## src/rtl/l1_l2_arbiter.sv

```systemverilog
// Round-robin arbiter sharing the single L2 request port between L1I and L1D.
// Write-back plus refill for L1D is served as one atomic grant; all outputs are registered.
module l1_l2_arbiter #(
   parameter int TAG_W  = 18,
   parameter int IDX_W  = 8,
   parameter int LINE_W = 512
) (
   input  logic              clk,
   input  logic              nrst,
   input  logic              read_L1I_L2,
   input  logic [TAG_W-1:0]  tag_L1I_L2,
   input  logic [IDX_W-1:0]  index_L1I_L2,
   input  logic              read_L1D_L2,
   input  logic              write_L1D_L2,
   input  logic [TAG_W-1:0]  tag_L1D_L2,
   input  logic [IDX_W-1:0]  index_L1D_L2,
   input  logic [TAG_W-1:0]  write_tag_L1D_L2,
   input  logic [IDX_W-1:0]  write_index_L1D_L2,
   input  logic [LINE_W-1:0] write_data_L1D_L2,
   input  logic              ready_L2_L1,
   output logic              ready_L2_L1I,
   output logic              ready_L2_L1D,
   output logic              read_L1_L2,
   output logic              write_L1_L2,
   output logic [TAG_W-1:0]  tag_L1_L2,
   output logic [IDX_W-1:0]  index_L1_L2,
   output logic [LINE_W-1:0] write_data_L1_L2
);

   typedef enum logic [2:0] {
      ST_IDLE    = 3'd0,
      ST_I_RD    = 3'd1,
      ST_D_WB    = 3'd2,
      ST_D_RD    = 3'd3,
      ST_RELEASE = 3'd4
   } state_t;

   state_t              state_r;
   state_t              state_nx_s;
   logic                rr_r;
   logic                rr_nx_s;
   logic                i_req_s;
   logic                d_req_s;
   logic                read_nx_s;
   logic                write_nx_s;
   logic                rdy_i_nx_s;
   logic                rdy_d_nx_s;
   logic [TAG_W-1:0]    tag_nx_s;
   logic [IDX_W-1:0]    index_nx_s;
   logic [LINE_W-1:0]   data_nx_s;

   assign i_req_s = read_L1I_L2;
   assign d_req_s = read_L1D_L2 | write_L1D_L2;

   // State, round-robin pointer and all output registers
   always_ff @(posedge clk) begin
      if (nrst) begin
         state_r          <= ST_IDLE;
         rr_r             <= 1'b0;
         read_L1_L2       <= 1'b0;
         write_L1_L2      <= 1'b0;
         ready_L2_L1I     <= 1'b0;
         ready_L2_L1D     <= 1'b0;
         tag_L1_L2        <= {TAG_W{1'b0}};
         index_L1_L2      <= {IDX_W{1'b0}};
         write_data_L1_L2 <= {LINE_W{1'b0}};
      end else begin
         state_r          <= state_nx_s;
         rr_r             <= rr_nx_s;
         read_L1_L2       <= read_nx_s;
         write_L1_L2      <= write_nx_s;
         ready_L2_L1I     <= rdy_i_nx_s;
         ready_L2_L1D     <= rdy_d_nx_s;
         tag_L1_L2        <= tag_nx_s;
         index_L1_L2      <= index_nx_s;
         write_data_L1_L2 <= data_nx_s;
      end
   end

   // Next-state and round-robin update; rr always points at the loser of the last grant
   always_comb begin
      state_nx_s = state_r;
      rr_nx_s    = rr_r;
      case (state_r)
         ST_IDLE: begin
            if (i_req_s && (!d_req_s || !rr_r)) begin
               state_nx_s = ST_I_RD;
               rr_nx_s    = 1'b1;
            end else if (d_req_s) begin
               state_nx_s = write_L1D_L2 ? ST_D_WB : ST_D_RD;
               rr_nx_s    = 1'b0;
            end else begin
               state_nx_s = ST_IDLE;
            end
         end
         ST_I_RD: begin
            if (ready_L2_L1) begin
               state_nx_s = ST_RELEASE;
            end else begin
               state_nx_s = ST_I_RD;
            end
         end
         ST_D_WB: begin
            if (ready_L2_L1) begin
               state_nx_s = read_L1D_L2 ? ST_D_RD : ST_RELEASE;
            end else begin
               state_nx_s = ST_D_WB;
            end
         end
         ST_D_RD: begin
            if (ready_L2_L1) begin
               state_nx_s = ST_RELEASE;
            end else begin
               state_nx_s = ST_D_RD;
            end
         end
         ST_RELEASE: state_nx_s = ST_IDLE;
         default:    state_nx_s = ST_IDLE;
      endcase
   end

   // Next output values: address/data load only on entry to a grant state, then hold
   always_comb begin
      read_nx_s  = 1'b0;
      write_nx_s = 1'b0;
      tag_nx_s   = tag_L1_L2;
      index_nx_s = index_L1_L2;
      data_nx_s  = write_data_L1_L2;
      case (state_nx_s)
         ST_I_RD: begin
            read_nx_s = 1'b1;
            if (state_r != ST_I_RD) begin
               tag_nx_s   = tag_L1I_L2;
               index_nx_s = index_L1I_L2;
            end else begin
               tag_nx_s   = tag_L1_L2;
               index_nx_s = index_L1_L2;
            end
         end
         ST_D_WB: begin
            write_nx_s = 1'b1;
            if (state_r != ST_D_WB) begin
               tag_nx_s   = write_tag_L1D_L2;
               index_nx_s = write_index_L1D_L2;
               data_nx_s  = write_data_L1D_L2;
            end else begin
               tag_nx_s   = tag_L1_L2;
               index_nx_s = index_L1_L2;
               data_nx_s  = write_data_L1_L2;
            end
         end
         ST_D_RD: begin
            read_nx_s = 1'b1;
            if (state_r != ST_D_RD) begin
               tag_nx_s   = tag_L1D_L2;
               index_nx_s = index_L1D_L2;
            end else begin
               tag_nx_s   = tag_L1_L2;
               index_nx_s = index_L1_L2;
            end
         end
         default: begin
            read_nx_s  = 1'b0;
            write_nx_s = 1'b0;
         end
      endcase
   end

   // Completion strobes; a write-back followed by its refill stays silent towards L1D
   always_comb begin
      rdy_i_nx_s = 1'b0;
      rdy_d_nx_s = 1'b0;
      case (state_r)
         ST_I_RD: rdy_i_nx_s = ready_L2_L1;
         ST_D_WB: rdy_d_nx_s = ready_L2_L1 & ~read_L1D_L2;
         ST_D_RD: rdy_d_nx_s = ready_L2_L1;
         default: begin
            rdy_i_nx_s = 1'b0;
            rdy_d_nx_s = 1'b0;
         end
      endcase
   end

endmodule

```

## config.mk

```make
export PLATFORM = sky130hd
export DESIGN_NAME = l1_l2_arbiter
export DESIGN_NICKNAME = d
export VERILOG_FILES = /design/src/rtl/l1_l2_arbiter.sv
export SDC_FILE = /design/constraint.sdc
export NUM_CORES = 1
export LEC_CHECK = 0
export BUFFER_PORTS_ARGS = -buffer_cell sky130_fd_sc_hd__buf_4
export CORE_AREA = 2 2 443 445
export DETAILED_ROUTE_END_ITERATION = 8
export DIE_AREA = 0 0 445 447
export PLACE_DENSITY = 0.31
export SYNTH_ARGS = -nofsm -noshare
export SYNTH_HDL_FRONTEND = slang
export SYNTH_SLANG_ARGS = --single-unit
```

## constraint.sdc

```tcl
create_clock -name clk -period 2.06 [get_ports clk]
set_input_delay 0.206 -clock clk [delete_from_list [all_inputs] [get_ports clk]]
set_output_delay 0.206 -clock clk [all_outputs]
set_load 0.1 [all_outputs]
```

; Yosys cells after proc, flatten, opt, wreduce, memory -nomap -nowiden
; Index checks and enable logic that the tools add are counted.
[op_classes]
n_mux = 21
n_reduce_logical = 12
eq_ne = 12
n_bitwise = 4
[op_table]
columns = op, count
row1 = 18-bit two-way mux, 3
row2 = 18-bit case mux with 3 select lines, 1
row3 = 8-bit two-way mux, 3
row4 = 8-bit case mux with 3 select lines, 1
row5 = 3-bit by 2-bit equality test with 1-bit output (second input constant), 4
row6 = 3-bit two-way mux, 4
row7 = 3-bit case mux with 4 select lines, 1
row8 = 3-bit by 1-bit equality test with 1-bit output (second input constant), 2
row9 = 2-bit != test (second input constant), 3
row10 = 3-bit by 2-bit != test with 1-bit output (second input constant), 2
row11 = 1-bit two-way mux, 5
row12 = 2-bit two-way mux, 2
row13 = 2-bit AND reduction, 2
row14 = 4-bit AND reduction, 1
row15 = 2-bit OR reduction, 2
row16 = 3-bit zero test, 1
row17 = 3-bit by 1-bit != test with 1-bit output (second input constant), 1
row18 = 3-bit nonzero test, 1
row19 = 1-bit zero test, 2
row20 = 1-bit inverter, 2
row21 = 1-bit case mux with 2 select lines, 1
row22 = 2-bit nonzero test, 1
row23 = 1-bit AND, 1
row24 = 1-bit logical AND, 1
row25 = 2 further kinds, 2
[word_totals]
wordCells = 58
register_bits = 546
output_inout_bits = 542
in_bits = 596

; Depth between registers and ports, before layout
[logic_depth]
word_depth = 9
depth_mapped = 9
ltp_nobuf = 5

; Least setup slack after synthesis
; OpenSTA, ideal clock, no wires.
[synth_timing]
path_kind = register to register
from = reg state_r[1]
to = reg index_L1_L2[3]
n_path_buf = 2
arrival_time_ps = 1941
slack_ps = 0
period_less_slack_ps = 2060
stages_incl_launch_ff = 8
cell_sequence = dfxtp_1 -> or2_1 -> a211oi_1 -> or2_2 -> clkbuf_1 -> buf_2 -> o211a_1 -> o2bb2ai_1
[synth_via]
elab_chain_cells = 5
[synth_lines]
columns = item, line_no
row1 = "start, declared", 38  ; state_t state_r;
row2 = "start signal, assigned", 68  ; state_r <= state_nx_s;
row3 = "3-bit by 2-bit equality test with 1-bit output, or another cell as far along", 84  ; case (state_r)
row4 = 3-bit case mux with 4 select lines, 84
row5 = 3-bit by 2-bit equality test with 1-bit output / 3-bit by 1-bit equality test with 1-bit output (equally long branches), 129  ; case (state_nx_s)
row6 = 2-bit != test (no source line) / 3-bit nonzero test (equally long branches), n/a
row7 = 4-bit AND reduction (no source line), n/a
row8 = "end signal, assigned", 65  ; index_L1_L2 <= {IDX_W{1'b0}};
row9 = "end signal, assigned", 75  ; index_L1_L2 <= index_nx_s;
row10 = "end, declared", 26  ; output logic [IDX_W-1:0] index_L1_L2,
; Parallel ways exist; a longest one is shown, timed or not.
; A chain may end at the register's enable or synchronous reset.

; Final worst setup path
[layout_timing]
from = reg state_r[0]
to = reg write_data_L1_L2[104]
[layout_via]
elab_chain_cells = 4
[layout_lines]
columns = item, line_no
row1 = "3-bit by 2-bit equality test with 1-bit output, or another cell as far along", 84
row2 = 3-bit case mux with 4 select lines, 84
row3 = 3-bit by 2-bit equality test with 1-bit output, 129
row4 = 2-bit AND reduction (no source line) *, n/a
row5 = "end signal, assigned", 66  ; write_data_L1_L2 <= {LINE_W{1'b0}};
row6 = "end signal, assigned", 76  ; write_data_L1_L2 <= data_nx_s;
row7 = "end, declared", 27  ; output logic [LINE_W-1:0] write_data_L1_L2
; Every way passes the cells marked *; elsewhere a longest branch is shown, timed or not.

==> summary.md <==
| Metric | Value |
|---|---|
| Starting utilization of the core area | `9.95%` |
| Initial antenna violation count | `10` |
| Buffers and inverters on the worst path | `4` |
| Clock-pin slew on the worst setup and hold paths | `60 ps` |
| Largest driver fanout on the critical path | `8` |
| Cell internal pwr | `26,000 uW` |
| Area of the multi-input gates | `7720 sq um` |
| Total clock sinks | `546` |
| Ratio of final minimum period to clock period | `106%` |
| Smallest hold slack | `74.7 ps` |
| Transition time of the tightest slew-check pin | `642 ps` |
| Count of unresolved DRC violations after routing | `0` |
| Leakage power summed over all cells | `0.0177 uW` |
| Drt wl/cell | `20.5 um` |
| Path category of the worst min-delay check | `in -> reg` |
| Global-route usage over all layers | `13.3%` |
| Total iterations of the first detailed-routing run | `5` |
| Power Density | `1100 nW/um^2` |
| TritonCTS clock tree | `done` |
| Count of endpoints failing setup in the final report | `455` |
| Synth async-reset ratio | `0%` |
| Warnings, synthesis | `0` |
| Sw Pwr | `20,500 uW` |
| Post-synthesis instance area | `19,300 sq um` |
| Startpoint type of the worst setup path | `register` |
| Pin count of the biggest net entering global routing | `102` |
| Failing checks | `negative setup slack` |
| Switching share of power | `44.1%` |
| Sequential element share of the synthesized area | `56.6%` |
| Worst Setup Slack, final | `-132 ps` |
| Combinational Power Share | `42.7%` |
| Net count after synthesis | `3,043` |
| Number of nets in the layout | `4,858` |
| Critical Path Max Stage Delay | `510 ps` |
| # placed instances | `6,087` |
| Unrepaired setup endpoints after global routing | `yes` |
| Routed vias | `23,800` |
| Total half-perimeter wirelength after legalization and detailed placement | `107,000 um` |
| Clock latency reported for the late side of the worst-skew pair | `700 ps` |
| Clock network fraction of design power | `30.2%` |
| Fin. Hold Viols | `0` |
| Floorplan Core Area | `194,000 sq um` |
| Cell class contributing the biggest share of worst-path delay | `compound AO/OA/AOI/OAI gates` |
| Clock buffers created by TritonCTS | `77` |
| Netlist cell types | `28` |
| CTS root buf | `sky130_fd_sc_hd__clkbuf_16` |
| Proportion of power drawn by flip-flops and latches | `27.1%` |
| Syn-to-layout area delta | `118%` |
| Yosys top cell area share | `56.6%` |
| Antenna viol nets, final | `0` |
| Commonest cells in the synthesized netlist | `1,028 x sky130_fd_sc_hd__nand2_1, 546 x sky130_fd_sc_hd__dfxtp_1, 515 x sky130_fd_sc_hd__a21oi_1` |
| Boundary Pins | `1,138` |
| EDFF count, synth | `0` |
| Data required time of the critical path | `2590 ps` |
| Last weighted congestion value of the routability-driven placer | `0.863` |
| Sum of routed wire length over all layers | `141,000 um` |
| DRC marker count from the first detailed-route iteration | `1,164` |
| Final clock skew | `36.8 ps` |
| Leading area contributor after synthesis | `sky130_fd_sc_hd__dfxtp_1` |
| Count of max-cap constraint violations | `0` |
| # H-tree levels | `3` |
| Main flop type after synthesis | `sky130_fd_sc_hd__dfxtp_1` |
| Max Slew Vio Count | `0` |
| Flip-flop and latch area | `10,900 sq um` |
| Arrival time of data at the critical path endpoint | `2720 ps` |
| Post-Synthesis Mean Instance Area | `7.89 sq um` |
| Number of core rows | `162` |
| Share of post-route cells with drive strength above 1 | `35.4%` |
| Global route total overflow | `0` |
| Peak Freq | `0.456 GHz` |
| Kind of critical path | `reg -> reg` |
| Filler instances | `21,800` |
| Via count of the first global-routing pass | `24,500` |
| Most used standard cell by instance count after synthesis | `sky130_fd_sc_hd__nand2_1` |
| Crit path max-delay cell type | `sky130_fd_sc_hd__a2111o_2` |
| Ratio of routed vias to standard cells | `3.47` |
| Buffers on Ports | `1,137` |
| First-pass GRT wire length | `188,000 um` |
| Worst-case headroom to the max-slew limit | `57.2%` |
| DIE HEIGHT | `447 um` |
| Fin crit period | `2190 ps` |
| Area contributors post-synth | `sky130_fd_sc_hd__dfxtp_1 57%, sky130_fd_sc_hd__nand2_1 20%, sky130_fd_sc_hd__a21oi_1 13%, sky130_fd_sc_hd__buf_2 2.7%, sky130_fd_sc_hd__clkbuf_1 1.7%` |
| Worst ir drop on vdd | `0.000578 V` |
| Critical path endpoint category | `register` |
| Largest buffer count on any clock path | `3` |
| Critical path, cell by cell | `nor2b_4 > buf_6 > a22o_4 > a2111o_2 > buf_12 > buf_16 > clkbuf_16 > nand2_1 > a21oi_1` |
| Flops & latches, synth | `546` |
| Width of the die | `445 um` |
| Syn Inst Count | `2,447` |
| Outcome | `finished with violations` |
| Final std cells w/o fill | `6,870` |
| Die ar. | `199,000 sq um` |
## routing by layer
metal	track usage, %	share of wire, %	up-vias
met5	0	0	-
li1	-	-	11600
met4	4.13	2.9	0
met3	4.58	7.5	145
met2	23.2	50	707
met1	15.2	39	11400
## cells by family (layout without fill, tap and decap cells)
family                 Yosys count  in the layout  share of synthesized area, %
AOI/OAI and AO/OA              631            631                          17.8
buffers and inverters          220           2094                          4.95
DFF                            546            546                          56.6
other                            0              6                             0
and+or+nand+nor               1050           1051                          20.6
## worst paths after layout
check                                          start  depth (start not counted)  slack, ps                                  to
hold / removal                         tag_L1D_L2[9]                          4         70           tag_L1_L2[9]$_SDFFE_PP0P_
setup reg to reg               state_r[0]$_SDFF_PP0_                          9       -130  write_data_L1_L2[104]$_SDFFE_PP0P_
setup / recovery               state_r[0]$_SDFF_PP0_                          9       -130  write_data_L1_L2[104]$_SDFFE_PP0P_
hold reg to reg   write_data_L1_L2[123]$_SDFFE_PP0P_                          2        450  write_data_L1_L2[123]$_SDFFE_PP0P_
## worst reg2reg max path: cells and delay by family (launching register included)
kind / cells / cell delay [ps]
and+or+nand+nor: 2 / 190
DFF: 1 / 340
AOI/OAI and AO/OA: 3 / 800
buffers and inverters: 4 / 690
## layout make-up
class / count / area share, %
Timing Repair Buffer: 1925 / 41.6
Sequential cell: 546 / 26.0
Multi-Input combinational cell: 1682 / 18.3
Tap cell: 2542 / 7.55
Clock buffer: 112 / 5.19
Clock inverter: 27 / 1.05
Inverter: 30 / 0.267
Antenna cell: 6 / 0.0356
## placed cells by master (no fill, tap or decap), types with 22 or more instances in the layout
cell	instances
sky130_fd_sc_hd__a21oi_1	493
sky130_fd_sc_hd__buf_12	49
sky130_fd_sc_hd__buf_16	31
sky130_fd_sc_hd__buf_4	1206
sky130_fd_sc_hd__buf_6	36
sky130_fd_sc_hd__clkbuf_1	22
sky130_fd_sc_hd__clkbuf_16	87
sky130_fd_sc_hd__dfxtp_1	543
sky130_fd_sc_hd__dlygate4sd3_1	585
sky130_fd_sc_hd__inv_1	30
sky130_fd_sc_hd__nand2_1	998
sky130_fd_sc_hd__nand2_2	23
sky130_fd_sc_hd__o211a_1	26
sky130_fd_sc_hd__o21ai_0	49
sky130_fd_sc_hd__o2bb2ai_1	25
## registers in the layout, summed over array words and instances, names as in the netlist
signal and flops:
state_r 3, tag_L1_L2 18, write_data_L1_L2 512, ready_L2_L1I 1, write_L1_L2 1, index_L1_L2 8
ready_L2_L1D 1, rr_r 1, read_L1_L2 1
## per-stage QoR
step / TNS (ps) / worst slack, ps / area, sq um / power, uW / utilization (%)
2_1_floorplan: 0 / 0.0695 / 19300 / 24200 / -
3_3_place_gp: -71160 / -214 / 31900 / 30200 / 16.4
3_5_place_dp: -80520 / -238 / 31900 / 30200 / 16.4
4_1_cts: -44710 / -154 / 41600 / 47000 / 21.4
5_1_grt: -82100 / -235 / 42100 / 48600 / 21.7
6_report: -36390 / -132 / 42100 / 46400 / 21.7
## repair_timing
action,in CTS,in global routing
cloned,20,12
hold endpoints to repair,543,0
gates resized for setup,136,47
setup endpoints to repair,523,534
pin swaps,27,4
buffers inserted,18,6
hold buffers,585,0
## power by group through the flow
stage	logic, uW	clock network [uW]	registers (uW)
floorplan	3030	0	21200
global placement	17500	0	12800
detailed placement	17400	0	12800
CTS	19800	14700	12600
global route	20800	15000	12700
finish	19800	14000	12600
Power figures use the tool's default switching activity.
